<file path="config.mk">
export PLATFORM = sky130hd
export DESIGN_NAME = prog_loader_flat
export DESIGN_NICKNAME = d
export VERILOG_FILES = /design/src/rtl/j1a_pkg.sv /design/src/rtl/prog_loader_if.sv /design/src/rtl/rx_byte_take.sv /design/src/rtl/prog_loader.sv /design/src/flat_wrapper.sv
export SDC_FILE = /design/constraint.sdc
export NUM_CORES = 1
export LEC_CHECK = 0
export ABC_CLOCK_PERIOD_IN_PS = 2900
export CORE_MARGIN = 2
export CORE_UTILIZATION = 55
export CTS_CLUSTER_SIZE = 12
export DETAILED_ROUTE_END_ITERATION = 8
export DONT_BUFFER_PORTS = 1
export HOLD_SLACK_MARGIN = 0.02
export PLACE_DENSITY_LB_ADDON = 0.25
export SETUP_SLACK_MARGIN = 0.4
export SLEW_MARGIN = 5
export SYNTH_ARGS = -nofsm -noshare
export SYNTH_HDL_FRONTEND = slang
export SYNTH_SLANG_ARGS = --single-unit
</file>
<file path="constraint.sdc">
create_clock -name clk -period 2.9 [get_ports clk]
set_clock_uncertainty 0.05 [all_clocks]
set_input_delay 0.58 -clock clk [delete_from_list [all_inputs] [get_ports clk]]
set_output_delay 0.58 -clock clk [all_outputs]
set_load 0.005 [all_outputs]
</file>
<file path="src/rtl/j1a_pkg.sv">
// j1a_pkg: loader state encoding, frame magic byte and j1 IO address bit positions
package j1a_pkg;
    typedef enum logic [2:0] {IDLE, CNT_LO, CNT_HI, DAT_LO, DAT_HI, CSUM, ERR, RUN} ld_state_t;
    localparam logic [7:0] LOADER_MAGIC = 8'hA5;
    localparam int IO_UART_BIT = 12;
    localparam int IO_RAM_BIT = 12;
endpackage

</file>
<file path="src/rtl/prog_loader_if.sv">
// prog_loader_if: UART0 RX (valid/data/rd), j1 write bus (mem_wr/mem_addr/dout), ram_prog write port (wr/addr/din)
interface prog_loader_if #(parameter int AW = 11);
    logic          uart0_valid;
    logic [7:0]    uart0_data;
    logic          uart0_rd;
    logic          cpu_mem_wr;
    logic [15:0]   cpu_mem_addr;
    logic [15:0]   cpu_dout;
    logic          prog_wr;
    logic [AW-1:0] prog_addr;
    logic [15:0]   prog_din;
    modport master (
        output uart0_valid, uart0_data, cpu_mem_wr, cpu_mem_addr, cpu_dout,
        input  uart0_rd, prog_wr, prog_addr, prog_din
    );
    modport slave (
        input  uart0_valid, uart0_data, cpu_mem_wr, cpu_mem_addr, cpu_dout,
        output uart0_rd, prog_wr, prog_addr, prog_din
    );
endinterface

</file>
<file path="src/rtl/rx_byte_take.sv">
// rx_byte_take: takes one RX byte per valid (en/valid/data in; rd pulse, stb, byte_q out), skipping the cycle after each rd
module rx_byte_take (
    input  logic       clk,
    input  logic       resetq,
    input  logic       en,
    input  logic       valid,
    input  logic [7:0] data,
    output logic       rd,
    output logic       stb,
    output logic [7:0] byte_q
);
    logic take;
    assign take = en & valid & ~rd;
    assign stb = rd;
    always_ff @(posedge clk or negedge resetq)
        if (!resetq) begin
            rd <= 1'b0;
            byte_q <= 8'h00;
        end else begin
            rd <= take;
            if (take) byte_q <= data;
        end
endmodule

</file>
<file path="src/rtl/prog_loader.sv">
// prog_loader: UART0 image loader for ram_prog (clk, resetq, bus: UART/CPU/ram_prog; cpu_resetq, load_done, load_err)
module prog_loader import j1a_pkg::*; #(
    parameter int DEPTH = 2048,
    parameter int AW = 11,
    parameter int BOOT_WAIT = 1000000,
    parameter int BYTE_TIMEOUT = 100000
) (
    input  logic         clk,
    input  logic         resetq,
    prog_loader_if.slave bus,
    output logic         cpu_resetq,
    output logic         load_done,
    output logic         load_err
);
    localparam int BW = $clog2(BOOT_WAIT + 1);
    localparam int TW = $clog2(BYTE_TIMEOUT + 1);
    ld_state_t     state;
    logic [BW-1:0] boot_cnt;
    logic [TW-1:0] tmr;
    logic [7:0]    cnt_lo, lo, csum, rx_byte;
    logic [AW:0]   rem;
    logic [AW-1:0] addr, ld_addr;
    logic [15:0]   ld_din, cnt;
    logic          ld_wr, stb, rx_en, framing, timeout, run, unused_ok;
    assign run = state == RUN;
    assign rx_en = state != ERR && !run;
    assign framing = state inside {CNT_LO, CNT_HI, DAT_LO, DAT_HI, CSUM};
    assign timeout = framing && !stb && tmr == TW'(BYTE_TIMEOUT - 1);
    assign cnt = {rx_byte, cnt_lo};
    rx_byte_take u_rx (
        .clk(clk),
        .resetq(resetq),
        .en(rx_en),
        .valid(bus.uart0_valid),
        .data(bus.uart0_data),
        .rd(bus.uart0_rd),
        .stb(stb),
        .byte_q(rx_byte)
    );
    always_ff @(posedge clk or negedge resetq)
        if (!resetq) begin
            state <= IDLE;
            boot_cnt <= '0;
            tmr <= '0;
            cnt_lo <= '0;
            lo <= '0;
            csum <= '0;
            rem <= '0;
            addr <= '0;
            ld_wr <= 1'b0;
            ld_addr <= '0;
            ld_din <= '0;
            cpu_resetq <= 1'b0;
            load_done <= 1'b0;
            load_err <= 1'b0;
        end else begin
            ld_wr <= 1'b0;
            load_err <= 1'b0;
            tmr <= (framing && !stb) ? tmr + 1'b1 : '0;
            if (timeout) begin
                state <= ERR;
                load_err <= 1'b1;
            end else case (state)
                IDLE: begin
                    boot_cnt <= boot_cnt + 1'b1;
                    if (stb && rx_byte == LOADER_MAGIC) state <= CNT_LO;
                    else if (boot_cnt >= BW'(BOOT_WAIT - 1)) begin
                        state <= RUN;
                        cpu_resetq <= 1'b1;
                        load_done <= 1'b1;
                    end
                end
                CNT_LO: if (stb) begin
                    cnt_lo <= rx_byte;
                    state <= CNT_HI;
                end
                // CNT is bounded here, so the word address can never wrap mid-frame
                CNT_HI: if (stb) begin
                    addr <= '0;
                    csum <= '0;
                    rem <= (AW+1)'(cnt);
                    if (32'(cnt) > DEPTH) begin
                        state <= ERR;
                        load_err <= 1'b1;
                    end else state <= cnt == 16'd0 ? CSUM : DAT_LO;
                end
                DAT_LO: if (stb) begin
                    lo <= rx_byte;
                    csum <= csum + rx_byte;
                    state <= DAT_HI;
                end
                DAT_HI: if (stb) begin
                    ld_wr <= 1'b1;
                    ld_addr <= addr;
                    ld_din <= {rx_byte, lo};
                    addr <= addr + 1'b1;
                    rem <= rem - 1'b1;
                    csum <= csum + rx_byte;
                    state <= rem == (AW+1)'(1) ? CSUM : DAT_LO;
                end
                CSUM: if (stb) begin
                    if (rx_byte == csum) begin
                        state <= RUN;
                        cpu_resetq <= 1'b1;
                        load_done <= 1'b1;
                    end else begin
                        state <= ERR;
                        load_err <= 1'b1;
                    end
                end
                // boot_cnt is deliberately kept so the fallback boot still happens after bad frames
                ERR: begin
                    addr <= '0;
                    csum <= '0;
                    state <= IDLE;
                end
                default: ;
            endcase
        end
    // once running, the CPU owns ram_prog; IO-space writes never reach it
    assign bus.prog_wr = run ? bus.cpu_mem_wr & ~bus.cpu_mem_addr[IO_RAM_BIT] : ld_wr;
    assign bus.prog_addr = run ? bus.cpu_mem_addr[AW:1] : ld_addr;
    assign bus.prog_din = run ? bus.cpu_dout : ld_din;
    assign unused_ok = ^{bus.cpu_mem_addr, 4'(IO_UART_BIT)};
endmodule

</file>
<file path="src/flat_wrapper.sv">
// flat-port wrapper written by rule: the top's interface ports become plain ports
module prog_loader_flat import j1a_pkg::*;
#(
    parameter int DEPTH = 2048,
    parameter int AW = 11,
    parameter int BOOT_WAIT = 1000000,
    parameter int BYTE_TIMEOUT = 100000
)
  (clk, resetq, cpu_resetq, load_done, load_err, bus_uart0_valid, bus_uart0_data, bus_cpu_mem_wr, bus_cpu_mem_addr, bus_cpu_dout, bus_uart0_rd, bus_prog_wr, bus_prog_addr, bus_prog_din);
  prog_loader_if #(.AW(AW)) bus_i ();
  input  logic clk;
  input  logic resetq;
  output logic cpu_resetq;
  output logic load_done;
  output logic load_err;
  input wire logic [$bits(bus_i.uart0_valid)-1:0] bus_uart0_valid;
  input wire logic [$bits(bus_i.uart0_data)-1:0] bus_uart0_data;
  input wire logic [$bits(bus_i.cpu_mem_wr)-1:0] bus_cpu_mem_wr;
  input wire logic [$bits(bus_i.cpu_mem_addr)-1:0] bus_cpu_mem_addr;
  input wire logic [$bits(bus_i.cpu_dout)-1:0] bus_cpu_dout;
  output wire logic [$bits(bus_i.uart0_rd)-1:0] bus_uart0_rd;
  output wire logic [$bits(bus_i.prog_wr)-1:0] bus_prog_wr;
  output wire logic [$bits(bus_i.prog_addr)-1:0] bus_prog_addr;
  output wire logic [$bits(bus_i.prog_din)-1:0] bus_prog_din;
  assign bus_i.uart0_valid = bus_uart0_valid;
  assign bus_i.uart0_data = bus_uart0_data;
  assign bus_i.cpu_mem_wr = bus_cpu_mem_wr;
  assign bus_i.cpu_mem_addr = bus_cpu_mem_addr;
  assign bus_i.cpu_dout = bus_cpu_dout;
  assign bus_uart0_rd = bus_i.uart0_rd;
  assign bus_prog_wr = bus_i.prog_wr;
  assign bus_prog_addr = bus_i.prog_addr;
  assign bus_prog_din = bus_i.prog_din;
  prog_loader #(.DEPTH(DEPTH), .AW(AW), .BOOT_WAIT(BOOT_WAIT), .BYTE_TIMEOUT(BYTE_TIMEOUT)) u_core (.clk(clk), .resetq(resetq), .bus(bus_i), .cpu_resetq(cpu_resetq), .load_done(load_done), .load_err(load_err));
endmodule
</file>
* Word-level counts from Yosys, hierarchy flattened
Index checks and enable logic that the tools add are counted.
** Storage, ports and cells
- Input port bits :: 44
- Word-level logic and storage cells :: 117
- Register bits after elaboration :: 126
** Cells by class
- $lt $le $gt $ge :: 2
- Reduce and logical (&&, ||, !) cells :: 24
- Bitwise logic cells :: 6
- Eq/ne operators :: 25
- Muxes and demuxes :: 40
- $add $sub $neg :: 5
** Operators with widths (number)
- $mux W11 :: 3
- $mux W3 :: 11
- $pmux W11 S3 :: 1
- $mux W12 :: 2
- $pmux W12 S2 :: 1
- $pmux W8 S3 :: 1
- $pmux W3 S7 :: 1
- $add A20 B1 Y20 const B :: 1
- $ge A20 B20 Y1 const B :: 1
- $add A17 B1 Y17 const B :: 1
- $eq A17 B17 Y1 const B :: 1
- $mux W17 :: 1
- $gt A16 B12 Y1 const B :: 1
- $logic_not A16 Y1 :: 1
- $mux W16 :: 1
- $mux W8 :: 2
- $ne A3 B2 Y1 const B :: 5
- $mux W1 :: 14
- $eq A12 B1 Y1 const B :: 1
- $eq A3 B3 Y1 const B :: 4
- $reduce_and A4 Y1 :: 3
- $sub A12 B1 Y12 const B :: 1
- $add A11 B1 Y11 const B :: 1
- $ne A2 B2 Y1 const B :: 5
- other kinds (23) :: 38

* Logic depth before layout (Yosys ltp)
Gate-level depths: netlist of the first run.
- Depth after elaboration :: 6
- Depth in mapped cells :: 9

* Modules after synthesis
Synthesis of the first run repeated with hierarchy kept, for this count alone.
** Unflattened totals
- Cell total of the unflattened synthesis :: 642
- Area, all modules :: 6366.1 um^2
** By module, submodules not included
- prog_loader :: cells each 622, times used 1, area an instance 6019.5 um^2
- rx_byte_take :: cells each 20, times used 1, area an instance 346.6 um^2

* Least setup slack after synthesis of the first run
Ideal clock, no wire load.
- Path kind :: register -> output
- Start point :: register u_core.state[0]
- End point :: output bus_prog_addr[0]
- Buffers on the path :: 2
- Cell stages (with the launch flop) :: 5
- Data required time :: 2.270 ns
- Slack :: 0.827 ns
- Arrival time :: 1.443 ns
- Cell sequence :: dfrtp_1 -> buf_2 -> nand3_1 -> buf_1 -> mux2_2
** On the way
- Longest elaborated chain between the ends :: 2
** RTL lines
- from (decl) :: RTL line prog_loader.sv:17 : ld_state_t state;
- from (signal assigned) :: RTL line prog_loader.sv:85 : end else state <= cnt == 16'd0 ? CSUM : DAT_LO;
- from (signal assigned) :: RTL line prog_loader.sv:99 : state <= rem == (AW+1)'(1) ? CSUM : DAT_LO;
- $eq A3 B3 Y1 :: RTL line prog_loader.sv:25 : assign run = state == RUN;
- $mux W11 :: RTL line prog_loader.sv:122 : assign bus.prog_addr = run ? bus.cpu_mem_addr[AW:1] : ld_addr;
- to (decl) :: RTL line flat_wrapper.sv:23 : output wire logic [$bits(bus_i.prog_addr)-1:0] bus_prog_addr;
No other way between the ends.

* Worst setup path in the final report of the first run
- Start point :: register u_core.state[0]
- End point :: output bus_prog_addr[5]
The elaborated chain is that of the path after synthesis.

==> summary.md, run 1 <==
| Metric | Value |
|---|---|
| I/O Buffers | 0 |
| P_sw | 0.00254 W |
| Unrepaired setup endpoints after global routing | no |
| DP HPWL | 8750 um |
| Netlist Area Pre-Place | 0.00640 mm^2 |
| Worst-path clk slew | 0.06 ns |
| Yosys cell types | 61 |
| Syn Inst Count | 655 |
| Worst VDD drop | 0.00105 V |
| DRT Wirelength | 13300 um |
| Starting Density | 56.3% |
| Final instance area | 0.00716 mm^2 |
| Crit Path Category | flop to output pin |
| Total GRT Usage | 22.2% |
| Clock share of power | 30.4% |
| Gpl congestion | 0.830 |
| ANT nets after route | 0 |
| Seq/Total Area, Yosys | 49.3% |
| Critical path launch point type | flop |
| Remaining DRCs | 0 |
| Avg Inst Size Synth | 9.77 um^2 |
| Worst EP arrival | 1.72 ns |
| Post-Syn Nets | 712 |
| Number of global-route vias before repair | 4649 |
| PnR Total Power | 0.00725 W |
| DP Area | 0.00653 mm^2 |
| Vias per inst | 5.89 |
| CP required | 2.27 ns |
| Reg2reg setup slack | 0.62 ns |
| I/O Pins | 76 |
| CTS root buffer | clkbuf_16 |
| Gr ovfl total | 0 |
| Hold Crit Class | primary input to async pin |
| First-iteration detailed-routing DRC count | 437 |
| Status | finished with violations |
| Chip width | 112 um |
| DRT Pass-1 Iters | 4 |
| Largest net degree at the start of global routing | 127 |
| Number of synthesized flops with an enable pin | 0 |
| Final Setup Violations | 0 |
| Failing checks | negative hold slack |
| Initial antenna violation count | 0 |
| Seq cells post-synth | 126 |
| Synth Flop Type | dfrtp_1 |
| Max Transition Viols Final | 0 |
| Switching share of power | 35.0% |
| Flop pwr share | 38.2% |
| Max-cap viol count | 0 |
| H-Tree Depth | 4 |
| Setup crit end kind | output pin |
| Clk buf depth | 2 |
| Fmax | 426 MHz |
| Core region area | 0.0114 mm^2 |
| Commonest non-fill, non-tap cell in the layout | nand2_1 |
| Worst Tran Pin Value | 0.685 ns |
| CTS tree | yes |
| Launch point of the worst reg-to-reg path | u_core.u_rx.rd |
| First-pass GRT wire length | 22300 um |
| ANT cells | 0 |
| R2R Path End | u_core.state[2] |
| Ys async rst share | 100% |
| Pint | 0.00472 W |
| Vias | 4797 |
| Num CTS Buffers | 17 |
| Gate power share | 31.4% |
| Worst skew pair latency | 0.42 ns |
| Max_slew headroom | 54.3% |
| Reg2reg path depth | 6 |
| Hold Fails Final Rpt | 126 |
| Leak | 3.32 nW |
| Ys Warns | 0 |
| Fraction of layout cells with a size suffix above 1 | 17.0% |
| P&R area growth vs syn | 11.9% |
| Routed wire per std cell | 16.4 um |
| NumNets Final | 715 |
| Pwr per Cell Area | 1010 mW/mm^2 |
| Hold_ws | -0.187 ns |
| Most frequent cells in the layout | 132 x nand2_1, 124 x dfrtp_1, 51 x mux2_2 |
| Clock Sinks | 126 |
| Final worst path period share | 80.9% |
| Die Span Y | 112 um |
| Fillers | 929 |
| Die area | 0.0125 mm^2 |
| Core Rows | 39 |
| Min Tclk post-route | 2.35 ns |
| Setup_tns | 0 ns |
| Peak fanout along the critical path | 19 |
[kinds of logic after synthesis]
group	synth area share [%]
AOI/OAI and AO/OA	9.88
buffers and inverters	2.62
DFF	49.3
adders and majority gates	2.66
and+or+nand+nor	20.6
muxes	9.37
xor gates and xnor gates	5.61
[area by class of cell]
type	instances	area, um^2	share of cell area [%]
sequential	126	3160	44.1
multi-input combinational	492	3080	43.0
timing repair buffer	11	82.6	1.15
inverter	10	37.5	0.524
clock buffer	22	494	6.90
tap	143	179	2.50
clock inverter	10	134	1.87
[cell usage after synthesis (all sizes together) (2+ instances only)]
master    n  area (um^2)
nand4    10         62.6
clkbuf   14         56.3
xnor2    23          201
dfrtp   126         3150
and2      2         13.8
nor3     19          110
or3       7         48.8
ha       12          150
a22oi     4         35.0
mux2     52          589
nor2b     3         18.8
o21bai    2         15.0
nor4      6         37.5
nor2     46          173
nor4bb    2         20.0
inv      10         37.5
o31ai     2         15.0
a41oi     3         26.3
and3     16          101
nand4b    2         17.5
nand3    25          125
o22ai     3         18.8
nand3b    2         15.0
nand2   136          531
a31o      2         17.5
a22o      8         70.1
xor2     18          158
a21oi    27          139
nand2b    2         12.5
o21ai    42          210
buf      13         73.8
[repair_timing]
item                                   in CTS  in global routing
endpoints found under the hold margin     126                126
setup buffers                               0                  0
setup endpoints to repair                   0                 20
gates resized for setup                     0                  2
[flip-flops by register name (all words and copies together) (netlist names)]
signal,count
u_core.u_rx.byte_q,8
u_core.rem,12
u_core.ld_din,16
u_core.addr,11
u_core.csum,8
u_core.ld_wr,1
u_core.cpu_resetq,1
u_core.u_rx.rd,1
u_core.boot_cnt,20
u_core.cnt_lo,8
u_core.lo,8
u_core.tmr,17
u_core.state,3
u_core.ld_addr,11
u_core.load_err,1
[through the flow]
| step | utilization, % | setup WS, ns | cells |
|---|---|---|---|
| 2_1_floorplan | - | 0.827 | 655 |
| 3_5_place_dp | 57.4 | 0.582 | 782 |
| 3_3_place_gp | 57.4 | 0.619 | 782 |
| 5_1_grt | 63.0 | 0.460 | 814 |
| 4_1_cts | 63.0 | 0.446 | 814 |
| 6_report | 63.0 | 0.554 | 814 |
[metal layers]
metal | wire (um) | global-route usage [%] | share of wire (%)
met1 | 6290 | 30.7 | 47
met2 | 6170 | 33.8 | 46
met3 | 638 | 5.88 | 4.8
met4 | 216 | 8.15 | 1.6
met5 | 0 | 0 | 0
[how the worst max path moves through the flow]
stage	start	to	slack [ns]	cells past startpoint
4_1_cts	u_core.state[0]	bus_prog_addr[9]	0.45	3
3_5_place_dp	u_core.state[0]	u_core.state[2]	0.58	6
2_1_floorplan	u_core.state[0]	bus_prog_addr[0]	0.83	4
3_3_place_gp	u_core.state[0]	u_core.state[2]	0.62	6
6_report	u_core.state[0]	bus_prog_addr[5]	0.55	3
5_1_grt	u_core.u_rx.byte_q[2]	u_core.cpu_resetq	0.46	7
[critical path, cell delays in order (launching register included)]
cell     delay (ns)
dfrtp_2        0.50
nand3_1        0.15
buf_4          0.27
mux2_2         0.38
[power by group through the flow]
stage / clock network, W / logic, W / registers, W
2_1_floorplan: 0 / 0.00194 / 0.00255
3_3_place_gp: 0 / 0.00218 / 0.00276
3_5_place_dp: 0 / 0.00227 / 0.00278
4_1_cts: 0.00224 / 0.00229 / 0.00275
5_1_grt: 0.00232 / 0.00255 / 0.00285
6_report: 0.00220 / 0.00228 / 0.00277
No activity file was read; power rests on OpenSTA's default activity.
==> run 2: changes to the inputs <==
--- a/config.mk
+++ b/config.mk
@@ -5,7 +5,7 @@
 export SDC_FILE = /design/constraint.sdc
 export NUM_CORES = 1
 export LEC_CHECK = 0
-export ABC_CLOCK_PERIOD_IN_PS = 2900
+export ABC_CLOCK_PERIOD_IN_PS = 2100
 export CORE_MARGIN = 2
 export CORE_UTILIZATION = 55
 export CTS_CLUSTER_SIZE = 12
==> constraint.sdc (replaced) <==
create_clock -name clk -period 2.1 [get_ports clk]
set_clock_uncertainty 0.05 [all_clocks]
set_input_delay 0.42 -clock clk [delete_from_list [all_inputs] [get_ports clk]]
set_output_delay 0.42 -clock clk [all_outputs]
set_load 0.005 [all_outputs]
==> run 2 against run 1 <==
  * The run ends with negative hold slack, negative setup slack left
  * Combinational power increased to 2.9 times the previous value
  * Via count increased by 23%
  * Non-clock buffer count increased by 88
  * Hold slack got worse by 0.18 ns
  * Sequential share of layout area shrank 10 points
  * Power up 85%
  * Setup slack got worse by 0.68 ns
  * Critical endpoint is now u_core.state[2]
  * Largest power group is now combinational cells
  * Highest routed layer unchanged
==> summary.md, run 2 (same netlist as run 1, synthesis figures left out) <==
| Metric | Value |
|---|---|
| CTS root buffer | clkbuf_16 |
| CP bufs+invs | 0 (-1) |
| First-pass GRT wire length | 25700 um (+15%) |
| Die area | 0.0125 mm^2 (unchanged) |
| Chip width | 112 um (unchanged) |
| P&R area growth vs syn | 45.8% |
| ANT nets after route | 0 (unchanged) |
| Max Transition Viols Final | 0 (unchanged) |
| Gpl congestion | 0.882 (+6.3%) |
| Peak fanout along the critical path | 6 (-13) |
| Max-cap viol count | 0 (unchanged) |
| Vias per inst | 6.51 (+10%) |
| Core region area | 0.0114 mm^2 (unchanged) |
| Leak | 4.44 nW (+34%) |
| Pwr per Cell Area | 1440 mW/mm^2 (+42%) |
| CP required | 2.36 ns (+0.09 ns) |
| Slowest CP cell | dfrtp_2 |
| Reg2reg path depth | 6 (unchanged) |
| Worst Tran Pin Value | 0.508 ns (-0.177 ns) |
| Fmax | 448 MHz |
| Final Setup Violations | 25 (+25) |
| Critical path launch point type | flop |
| Hold Fails Final Rpt | 126 (unchanged) |
| Crit Path Category | flop to flop |
| Largest registers | u_core.boot_cnt (20), u_core.tmr (17), u_core.ld_din (16) |
| Worst skew pair latency | 0.43 ns (about the same) |
| Fraction of layout cells with a size suffix above 1 | 47.8% (+31 points) |
| NumNets Final | 806 (+13%) |
| Vias | 5891 (+23%) |
| Fillers | 550 (-41%) |
| Worst EP arrival | 2.49 ns (+0.77 ns) |
| Worst-path clk slew | 0.06 ns (about the same) |
| I/O Buffers | 0 (unchanged) |
| Starting Density | 56.3% (unchanged) |
| Critical path depth | 6 (+3) |
| Commonest non-fill, non-tap cell in the layout | dfrtp_1 |
| Clock Sinks | 126 (unchanged) |
| Dpl cells | 803 (+2.7%) |
| CP Cell Sequence | nor4_1 -> nand4_1 -> o31ai_2 -> o22ai_1 -> nand4b_1 -> mux2_4 |
| Number of global-route vias before repair | 5094 (+9.6%) |
| ANT cells | 0 (unchanged) |
| Initial antenna violation count | 0 (unchanged) |
| Status | finished with violations |
| Setup ws final | -0.130 ns (-0.685 ns) |
| Top reg by flops | u_core.boot_cnt |
| Largest net degree at the start of global routing | 127 (unchanged) |
| H-Tree Depth | 4 (unchanged) |
| Max_slew headroom | 65.8% (+11 points) |
| Remaining DRCs | 0 (unchanged) |
| Pre-CTS setup slack | 0.0352 ns (-0.547 ns) |
| Clk buf depth | 2 (unchanged) |
| Hold_ws | -0.367 ns (-0.180 ns) |
| Non-Filler Instances | 905 (+11%) |
| Largest register FFs | 20 (unchanged) |
| Routed wire per std cell | 23.8 um (+45%) |
| CTS tree | yes |
| DP HPWL | 9270 um (+6.0%) |
| Core Rows | 39 (unchanged) |
| Final worst path period share | 106% |
| Top Family by Delay on Critical Path | simple AND/OR/NAND/NOR gates |
| Failing checks | negative hold slack, negative setup slack |
| Most frequent cells in the layout | 118 x dfrtp_1, 65 x nand2_1, 49 x buf_4 |
| I/O Pins | 76 (unchanged) |
| DRT Wirelength | 21500 um (+62%) |
| Worst path max stage delay | 0.48 ns (-0.02 ns) |
| Setup crit end kind | flop |
| Num CTS Buffers | 17 (unchanged) |
| Die Span Y | 112 um (unchanged) |
| DRT Pass-1 Iters | 6 (+2) |
| Hold Crit Class | primary input to async pin |
| Gr ovfl total | 0 (unchanged) |
| Total GRT Usage | 26.2% (+4.1 points) |
| Unrepaired setup endpoints after global routing | yes |
| Worst VDD drop | 0.00127 V (+21%) |
| First-iteration detailed-routing DRC count | 706 (+62%) |
| Min Tclk post-route | 2.23 ns |
==> run 2: cell count changes in the layout (fill, tap and decap cells not counted), moves of 11 or more <==
| cell | before | now |
|---|---|---|
| nand2_2 | 2 | 39 |
| buf_6 | 0 | 30 |
| mux2_2 | 51 | 10 |
| nand2_1 | 132 | 65 |
| nand2_4 | 2 | 32 |
| nand3_1 | 25 | 13 |
| o21ai_1 | 0 | 15 |
| o21ai_0 | 42 | 16 |
| mux2_4 | 1 | 42 |
| buf_4 | 11 | 49 |
| o21ai_2 | 0 | 11 |
==> run 2: per-layer routing <==
metal	track usage (%)	share of wire, %
met1	33.2	39
met2	42.9	50
met3	6.21	7.4
met4	12.3	4.5
met5	0	0
==> run 2: worst reg2reg max path, cell delays in order (launching register included) <==
cell      delay (ns)
dfrtp_2         0.48
nor4_1          0.35
nand4_1         0.25
o31ai_2         0.31
o22ai_1         0.15
nand4b_1        0.22
mux2_4          0.30
==> run 2: final timing paths <==
path / startpoint / to / slack, ns
min in group clk: bus_uart0_data[3] / u_core.u_rx.byte_q[3] / 0.09
max in group asynchronous: resetq / u_core.state[2] / 2.14
hold reg to reg: u_core.boot_cnt[7] / u_core.boot_cnt[7] / 0.44
setup / recovery: u_core.u_rx.byte_q[1] / u_core.state[2] / -0.13
hold / removal: resetq / u_core.tmr[11] / -0.37
setup reg to reg: u_core.u_rx.byte_q[1] / u_core.state[2] / -0.13
==> run 2: where the power goes <==
part           switching, W  total (W)  internal (W)
Sequential         0.000848    0.00394       0.00310
Combinational       0.00332    0.00658       0.00326
Clock               0.00116    0.00288       0.00172
==> run 2: stage by stage <==
stage	hold WS, ns	TNS [ns]	instance area (um^2)	total power (W)	utilization (%)
finish	-0.367	-0.423	9330	0.0134	82.1
CTS	-0.374	0	8040	0.0112	70.7
detailed placement	0.0796	0	6840	0.00744	60.1
floorplan	0.0744	0	6530	0.00643	-
global placement	0.0797	0	6840	0.00729	60.1
global route	-0.379	-0.696	9330	0.0139	82.1
==> run 2: final cells by class <==
class / count / area [um^2] / area share, %
sequential: 126 / 3160 / 33.9
clock buffer: 20 / 467 / 5.00
clock inverter: 12 / 110 / 1.18
inverter: 10 / 48.8 / 0.523
multi-input combinational: 495 / 4220 / 45.2
timing repair buffer: 99 / 1150 / 12.3
tap: 143 / 179 / 1.92
==> run 2: what timing repair did <==
action,4_1_cts,5_1_grt
endpoints found under the setup margin,113,114
setup buffers,27,27
endpoints found under the hold margin,126,126
cloned,4,12
pin swaps,34,113
gates resized for setup,82,245
==> run 3: changes to the inputs <==
--- a/config.mk
+++ b/config.mk
@@ -5,8 +5,8 @@
 export SDC_FILE = /design/constraint.sdc
 export NUM_CORES = 1
 export LEC_CHECK = 0
-export ABC_CLOCK_PERIOD_IN_PS = 2100
-export CORE_MARGIN = 2
+export ABC_CLOCK_PERIOD_IN_PS = 2000
+export CORE_MARGIN = 5
 export CORE_UTILIZATION = 55
 export CTS_CLUSTER_SIZE = 12
 export DETAILED_ROUTE_END_ITERATION = 8
@@ -17,4 +17,5 @@
 export SLEW_MARGIN = 5
 export SYNTH_ARGS = -nofsm -noshare
 export SYNTH_HDL_FRONTEND = slang
+export SYNTH_HIERARCHICAL = 1
 export SYNTH_SLANG_ARGS = --single-unit
==> constraint.sdc (replaced) <==
create_clock -name clk -period 2 [get_ports clk]
set_clock_uncertainty 0.05 [all_clocks]
set_input_delay 0.4 -clock clk [delete_from_list [all_inputs] [get_ports clk]]
set_output_delay 0.4 -clock clk [all_outputs]
set_load 0.005 [all_outputs]
==> run 3 against run 2 <==
  * The flow still finishes with violations (negative hold slack, negative setup slack)
  * Cell area rose by 6.1%
  * Hold slack worse by 0.011 ns
  * Area after synthesis shrank 0.51%
  * Non-clock buffer count up 23
  * First-iteration DRC count is 13% higher
  * Clock power increased by 15%
  * Count of clock-buffer cells in the layout grew 6
  * Setup slack worse by 0.044 ns
  * Critical path type is now flop to output pin
  * Largest cell class unchanged
==> summary.md, run 3 <==
| Metric | Value |
|---|---|
| Status | finished with violations |
| Failing checks | negative hold slack, negative setup slack |
| Hold Fails Final Rpt | 126 (unchanged) |
| Final core occ | 87.1% (+5.0 points) |
| Dpl cells | 782 (-2.6%) |
| Setup_tns | -4.84 ns (-4.42 ns) |
| Gr ovfl total | 0 (unchanged) |
| First-iteration detailed-routing DRC count | 799 (+13%) |
| Largest register FFs | 20 (unchanged) |
| Final Setup Violations | 43 (+72%) |
| Most frequent cells in the layout | 118 x dfrtp_1, 54 x buf_4, 48 x mux2_4, 48 x nand2_2, 42 x nand2_4 |
| CP required | 1.55 ns (-0.81 ns) |
| Commonest non-fill, non-tap cell in the layout | dfrtp_1 |
| Yosys cell types | 61 (unchanged) |
| Largest registers | u_core/boot_cnt (20), u_core/tmr (17), u_core/ld_din (16) |
| Gpl congestion | 0.831 (-5.9%) |
| Core Rows | 39 (unchanged) |
| DRT Pass-1 Iters | 9 (+3) |
| Pwr per Cell Area | 1520 mW/mm^2 (+6.1%) |
| Fillers | 433 (-21%) |
| Worst VDD drop | 0.00127 V (-0.49%) |
| Max_slew headroom | 70.2% (+4.4 points) |
| First-pass GRT wire length | 28000 um (+8.9%) |
| Clk buf depth | 2 (unchanged) |
| Top reg by flops | u_core/boot_cnt |
| Initial antenna violation count | 0 (unchanged) |
| Netlist Area Pre-Place | 0.00637 mm^2 (-0.51%) |
| CTS tree | yes |
| P&R area growth vs syn | 55.5% |
| Routed wire per std cell | 28.2 um (+18%) |
| Worst-path clk slew | 0.06 ns (about the same) |
| Max-cap viol count | 0 (unchanged) |
| Chip width | 118 um (+5.1%) |
| Total GRT Usage | 24.9% (-1.3 points) |
| Largest net degree at the start of global routing | 127 (unchanged) |
| Syn Inst Count | 642 (-2.0%) |
| Clock Sinks | 126 (unchanged) |
| Pre-CTS setup slack | 0.0189 ns (-0.0163 ns) |
| Vias per inst | 6.97 (+7.1%) |
| Unrepaired setup endpoints after global routing | yes |
| Crit Path Category | flop to output pin |
| Non-Filler Instances | 909 (+0.44%) |
| Die Span Y | 118 um (+5.1%) |
| Die area | 0.0138 mm^2 (+10%) |
| Reg2reg setup slack | -0.13 ns (about the same) |
| ANT cells | 0 (unchanged) |
| Critical path launch point type | flop |
| H-Tree Depth | 4 (unchanged) |
| Min Tclk post-route | 2.17 ns |
| Worst EP arrival | 1.72 ns (-0.77 ns) |
| Synth area leader | dfrtp_1 |
| Remaining DRCs | 0 (unchanged) |
| ANT nets after route | 0 (unchanged) |
| I/O Buffers | 0 (unchanged) |
| Post-Syn Nets | 699 (-1.8%) |
| Yosys top cell area share | 49.5% (+0.25 points) |
| DP HPWL | 9040 um (-2.4%) |
| DRT Wirelength | 25600 um (+19%) |
| Worst skew pair latency | 0.43 ns (about the same) |
| Vias | 6339 (+7.6%) |
| Fraction of layout cells with a size suffix above 1 | 55.7% (+8.0 points) |
| Max Transition Viols Final | 0 (unchanged) |
| Seq/Total Area, Yosys | 49.5% (+0.25 points) |
| Peak fanout along the critical path | 7 (+1) |
| Hold Crit Class | primary input to async pin |
| Seq cells post-synth | 126 (unchanged) |
| CTS root buffer | clkbuf_16 |
| Fmax | 460 MHz |
| Worst Tran Pin Value | 0.444 ns (-0.0641 ns) |
| Number of global-route vias before repair | 5497 (+7.9%) |
| Ys async rst share | 100% (unchanged) |
| Setup crit end kind | output pin |
| Most common cell in the netlist | nand2_1 |
| Top cells by count, synth | 129 x nand2_1, 126 x dfrtp_1, 51 x mux2_2 |
| Final worst path period share | 109% |
| Leak | 4.77 nW (+7.5%) |
| Ys Warns | 6 (+6) |
| Avg Inst Size Synth | 9.92 um^2 (+1.5%) |
| Core region area | 0.0114 mm^2 (unchanged) |
| Top post-synthesis cells by area | dfrtp_1 50%, mux2_2 9.0%, nand2_1 7.6%, xnor2_1 3.4%, o21ai_0 2.7% |
| Starting Density | 56.0% (-0.29 points) |
| Num CTS Buffers | 17 (unchanged) |
| Setup ws final | -0.175 ns (-0.0444 ns) |
| I/O Pins | 76 (unchanged) |
| Synth Flop Type | dfrtp_1 |
| Hold_ws | -0.378 ns (-0.0113 ns) |
| NumNets Final | 811 (+0.62%) |
| Number of synthesized flops with an enable pin | 0 (unchanged) |
-- run 3: final timing paths --
check | end | start | cells past startpoint
hold / removal | u_core/tmr[12] | resetq | 0
setup / recovery | bus_prog_din[13] | u_core/state[0] | 4
max in group asynchronous | u_core/u_rx/byte_q[4] | resetq | 0
min in group clk | u_core/u_rx/byte_q[2] | bus_uart0_data[2] | 1
hold reg to reg | u_core/boot_cnt[19] | u_core/boot_cnt[19] | 1
setup reg to reg | u_core/state[2] | u_core/u_rx/rd | 7
-- run 3: critical path, cell delays in order (launching register included) --
cell       delay (ns)
dfrtp_1          0.43
buf_12           0.15
nand3_4          0.18
clkbuf_16        0.22
mux2_4           0.32
-- run 3: kinds of logic after synthesis --
group / count (synthesis) / synth area share (%)
AND/OR/NAND/NOR: 261 / 19.6
flip-flops: 126 / 49.5
multiplexers: 51 / 9.02
buffers and inverters: 41 / 2.97
XOR/XNOR: 40 / 5.50
AO/OA/AOI/OAI: 110 / 10.7
adder cells (fa/ha/maj): 13 / 2.67
-- run 3: power by group --
part           internal, W  leakage (nW)  total, W  switching (W)
sequential         0.00323          1.66   0.00416       0.000928
clock              0.00215         0.303   0.00330        0.00115
combinational      0.00386          2.82   0.00764        0.00378
-- run 3: layout make-up --
class	count	area [um^2]	area share (%)
clock inverters	5	103	1.04
clock buffers	26	519	5.24
inverters	10	50.0	0.505
multi-input cells	477	4420	44.7
flip-flops and latches	126	3160	31.9
well taps	143	179	1.81
repair buffers	122	1470	14.8
-- run 3: metal layers --
metal	share of wire, %	track usage (%)	routed length (um)	up-vias
li1	-	-	-	2495
met1	35	31.8	8870	3162
met2	49	40.0	12600	510
met3	9.3	6.73	2390	172
met4	6.9	10.8	1760	0
met5	0	0	0	-
-- run 3: timing repair --
item,4_1_cts,5_1_grt
hold endpoints to repair,126,126
gates resized for setup,149,252
gates cloned,8,11
endpoints found under the setup margin,129,150
pin swaps,63,138
buffers inserted,48,29
-- run 3: metrics by stage --
step | instance area, um^2 | total power, W
after detailed placement | 6750 | 0.00752
after floorplan | 6550 | 0.00660
after global placement | 6750 | 0.00740
final | 9900 | 0.0151
after global routing | 9900 | 0.0155
after CTS | 8520 | 0.0126
